--- src/rtl/lfsr_seq_checker_pkg.sv ---
// Shared types and LFSR step/predict helpers for the 4-bit LFSR sequence checker.
package lfsr_chk_pkg;

  typedef enum logic {
    SEEK   = 1'b0,
    LOCKED = 1'b1
  } chk_state_e;

  localparam logic POLY_TAP_S2 = 1'b0;
  localparam logic POLY_TAP_S0 = 1'b1;

  function automatic logic [3:0] lfsr_step(input logic [3:0] s, input logic poly_sel);
    logic fb;
    fb = (poly_sel == POLY_TAP_S0) ? (s[3] ^ s[0]) : (s[3] ^ s[2]);
    return {s[2:0], fb};
  endfunction

  // mode[2:1] holds the number of steps per sample minus one.
  function automatic logic [3:0] lfsr_predict(input logic [3:0] s, input logic [2:0] mode);
    logic [3:0] w;
    w = s;
    for (int i = 0; i < 4; i++) begin
      if (2'(i) <= mode[2:1]) w = lfsr_step(w, mode[0]);
    end
    return w;
  endfunction

endpackage

--- src/rtl/lfsr_seq_checker_predict.sv ---
// Combinational next-word predictor: applies the selected LFSR step 1..4 times.
module lfsr4_predict
  import lfsr_chk_pkg::*;
(
  input  logic [3:0] sample,
  input  logic [2:0] mode,
  output logic [3:0] pred
);
  assign pred = lfsr_predict(sample, mode);
endmodule

--- config.mk ---
export PLATFORM = sky130hd
export DESIGN_NAME = lfsr4_predict
export DESIGN_NICKNAME = d
export VERILOG_FILES = /design/src/rtl/lfsr_seq_checker_pkg.sv /design/src/rtl/lfsr_seq_checker_predict.sv
export SDC_FILE = /design/constraint.sdc
export NUM_CORES = 1
export LEC_CHECK = 0
export ABC_AREA = 1
export CAP_MARGIN = 20
export CORE_AREA = 2 2 39 41
export DETAILED_ROUTE_END_ITERATION = 10
export DIE_AREA = 0 0 41 43
export REMOVE_ABC_BUFFERS = 1
export SLEW_MARGIN = 20
export SYNTH_ARGS = -nofsm -noshare
export SYNTH_HDL_FRONTEND = slang
export SYNTH_SLANG_ARGS = --single-unit
--- constraint.sdc ---
create_clock -name vclk -period 2.85
set_input_delay 0.285 -clock vclk [all_inputs]
set_output_delay 0.285 -clock vclk [all_outputs]
set_load 0.03 [all_outputs]
Word level (Yosys, flattened, before mapping) --
Index checks and enable logic that the tools add are counted.
Operators by class: $lt $le $gt $ge 4, mux-type cells 8, bitwise operators 8
Operators with widths (number):
- 4-bit 2-to-1 mux | 4
- 1-bit bitwise XOR | 8
- 1-bit by 2-bit less-or-equal comparator with 1-bit output, first input constant | 2
- 2-bit less-or-equal comparator, first input constant | 2
- 1-bit 2-to-1 mux | 4
Storage, ports and cells: bits in registers 0, input bits 7, output and inout bits 4, word-level logic and storage cells 20

Logic depth before layout (Yosys ltp) --
Gate-level depths: netlist of the first run.
depth after elaboration 12, depth in mapped cells 15

Worst setup path before layout of the first run --
No wires, ideal clock.
path kind input to output, start point in mode[0], end point out pred[1], arrival 1602 ps, setup slack 963 ps, stages 10, buffers on the path 1, cells stage by stage buf_6 > nand2_1 > nand3_2 > nand3_1 > nand3_2 > nand2_1 > nand2_2 > o21ai_0 > nor2_1 > a31oi_1
Between the ends: cells in the longest elaborated chain, start to end 9
RTL lines:
- start, declared | RTL line lfsr_seq_checker_predict.sv:6 | input logic [2:0] mode,
- 1-bit 2-to-1 mux | RTL line lfsr_seq_checker_pkg.sv:14 | fb = (poly_sel == POLY_TAP_S0) ? (s[3] ^ s[0]) : (s[3] ^ s[2]);
- 4-bit 2-to-1 mux | RTL line lfsr_seq_checker_pkg.sv:23 | if (2'(i) <= mode[2:1]) w = lfsr_step(w, mode[0]);
- 1-bit bitwise XOR | RTL line lfsr_seq_checker_pkg.sv:14
- 1-bit 2-to-1 mux | RTL line lfsr_seq_checker_pkg.sv:14
- 4-bit 2-to-1 mux | RTL line lfsr_seq_checker_pkg.sv:23
- 1-bit bitwise XOR | RTL line lfsr_seq_checker_pkg.sv:14
- 1-bit 2-to-1 mux | RTL line lfsr_seq_checker_pkg.sv:14
- 4-bit 2-to-1 mux (*) (2 in a row) | RTL line lfsr_seq_checker_pkg.sv:23
- end, declared | RTL line lfsr_seq_checker_predict.sv:7 | output logic [3:0] pred
Every way passes the cells marked *; elsewhere a longest branch is shown, timed or not.

Final worst setup path of the first run --
start point in mode[2], end point out pred[3]
Between the ends: cells in the longest elaborated chain, start to end 5, elaborated cells between the ends (all ways) 8, classes of those cells 4 x order compare; 4 x mux
RTL lines (RTL line):
- 1-bit by 2-bit less-or-equal comparator with 1-bit output | lfsr_seq_checker_pkg.sv:23
- 4-bit 2-to-1 mux (3 in a row) | lfsr_seq_checker_pkg.sv:23
- 4-bit 2-to-1 mux (*) | lfsr_seq_checker_pkg.sv:23
Marks and branches as above.

==> impl_results.md, run 1 <==
* GRT overflow at 0
* Fill cell count at 167
* Largest net degree at the start of global routing at 10
* Worst path slowest cell: clkdlybuf4s50_1
* Post-Synth XOR/XNOR Area at 0
* Final setup viols at 0
* # rows at 14
* DRT iter0 DRCs at 7
* Final #Nets at ~90
* Dpl ws at 0.299 ns
* Worst Setup SP: mode[2]
* Hold-fix buffers at CTS at 0
* Post-synthesis sequential area ratio at 0
* Post-CTS sizing at 0
* Seq cells at 0
* Residual DRC at 0
* Tmin final at 2.52 ns
* Critical Path Stages at 7
* Crit path max fanout at 9
* WS Path Type: primary input to output pin
* CP Capture Type: output pin
* Register area at 0 um2
* Hold Crit Class: primary input to output pin
* WL/cell at 8.63 um
* Mean Syn Cell Area at 5.49 um2
* Post-synthesis mux area share at 0
* Fin crit share at 0.885
* Critical-path cell list: clkdlybuf4s50_1 -> nor2_4 -> o21ai_2 -> o21ai_0 -> o21ai_0 -> inv_1 -> clkdlybuf4s50_1
* Die Y at 43 um
* GRT Total Usage at 0.113
* Post-synthesis compound-gate area fraction at 0.153
* RSZ-0062 raised after global routing: no
* Max Cap Violations at 0
* Layout clock buffer count at 0
* Post-route ant nets at 0
* Via count at 443
* Area contributors post-synth: nand3_2, nand2_1, nand3_1, inv_1, o21ai_0
* Post-CTS Setup Inserts at 0
* Worst path max stage delay at 0.66 ns
* Family with the most delay on the worst path: buffers and inverters
* Via count of the first global-routing pass at 399
* Buf/Inv on CP at 3
* Starting density of the core at 0.266
* Hold Vio Cnt, Final at 0
* Worst slew margin at 0.773
* Synthesized instance count at 67
* Die area at 1760 um2
* Setup TNS at 0 ns
* Area grow syn2layout at 34.4%
* ANT cells at 0
* Peak VDD IR at 0.0700 mV
* Top-area cell type share of the netlist area at 0.218
* Detailed Route WL at about 820 um
* Distinct cells, synth at 15
* I/O Buffers at 11
* Synth Area in Simple Gates at 0.704
* Worst endpoint required time at 2.57 ns
* Arrival @ worst endpoint at roughly 2.2 ns
* Outcome: complete, no violations
* Initial antenna violation count at 0
* YS warnings at 0
* Fin. max-slew vios at 0
* Core Region at approximately 1400 um2
* Yosys top cell by area: nand3_2
* Most common cell in the netlist: nand2_1
* Final setup margin at 0.327 ns
* CP Launch Type: primary input
* Final GP Congestion at 0.750
* Top cells by count, synth: nand2_1, nand3_1, inv_1
* Largest family of logic cells by synthesized area: simple AND/OR/NAND/NOR gates
* Die X at 41 um
* Post-Synth Adder-Cell Area at 0
* Netlist Area Pre-Place at roughly 370 um2
* P_leak at about 0.24 nW
* Worst-Margin Slew at 0.336 ns
* DR vias/cell at 4.66
* Post-DP HPWL at 752 um
* End of the critical path: pred[3]
* Drt pass-1 iters at 4
* Total power at 0.000104 W
* I/O pins at 11
* Fmax at 396 MHz
* Power per cell area at 210 nW/um2
* First-pass GRT wire length at 1520 um
* Fraction of layout cells with a size suffix above 1 at 0.253
-- layer usage --
| metal | track usage | part of all wire | vias up | wire (um) |
|---|---|---|---|---|
| met5 | 0 | 0 | - | 0 |
| met4 | 0 | 0 | 0 | 0 |
| met3 | 0 | 0.040 | 0 | 33 |
| met2 | 0.209 | 0.48 | 9 | 394 |
| met1 | 0.146 | 0.48 | 187 | 392 |
| li1 | - | - | 247 | - |
-- stage by stage --
step	cell area, um2	hold WS [ns]	utilization	std cells
4_1_cts	494	1.45	0.357	95
2_1_floorplan	357	0.867	-	66
6_report	494	1.44	0.357	95
5_1_grt	494	1.52	0.357	95
3_3_place_gp	494	1.45	0.357	95
3_5_place_dp	494	1.45	0.357	95
-- worst min-delay path, cell delays in order --
cell and delay (ns):
clkdlybuf4s50_1 0.46, nand2_1 0.12, nand3_1 0.07, nand2_1 0.07, buf_4 0.15
-- how the worst min path moves through the flow --
| stage | startpoint | endpoint | slack, ns | depth (start not counted) |
|---|---|---|---|---|
| global placement | mode[1] | pred[0] | 1.45 | 5 |
| finish | mode[1] | pred[0] | 1.44 | 5 |
| detailed placement | mode[1] | pred[0] | 1.45 | 5 |
| floorplan | mode[2] | pred[0] | 0.87 | 3 |
| global route | mode[1] | pred[0] | 1.52 | 5 |
| CTS | mode[1] | pred[0] | 1.45 | 5 |
-- report_power, final --
part           switching [W]  total [W]  internal (W)
clock network              0          0             0
registers                  0          0             0
logic              0.0000619   0.000104     0.0000421
-- placed cells by master (no fill, tap or decap) --
cell type and n:
or2_0 1, o21ai_0 5, nor2_4 1, or2_1 2, nor2_1 1, a31oi_1 1, nand3_2 8, nand2_1 19
nand3_1 11, nand2_2 3, o21ai_2 2, buf_4 5, o211ai_1 1, inv_2 1, inv_1 10, clkdlybuf4s50_1 8
-- area by class of cell --
| type | instances | area (um2) | area share |
|---|---|---|---|
| Tap cell | 16 | 20.0 | 0.0405 |
| Inverter | 11 | 41.3 | 0.0835 |
| Timing Repair Buffer | 13 | 118 | 0.238 |
| Multi-Input combinational cell | 55 | 315 | 0.638 |
-- cells by family after synthesis --
| logic type | Yosys count |
|---|---|
| AO/OA/AOI/OAI | 9 |
| buffers and inverters | 12 |
| AND/OR/NAND/NOR | 46 |
No activity file was read; power rests on OpenSTA's default activity.
==> run 2: changes to the inputs <==
SLEW_MARGIN = 0   (was 20)
==> results of run 2 <==
Same layout as run 1: the final DEF is identical, and so are final timing and power.
==> run 3: changes to the inputs <==
CAP_MARGIN = 5   (was 20)
==> results of run 3 <==
Same layout as run 1: the final DEF is identical, and so are final timing and power.
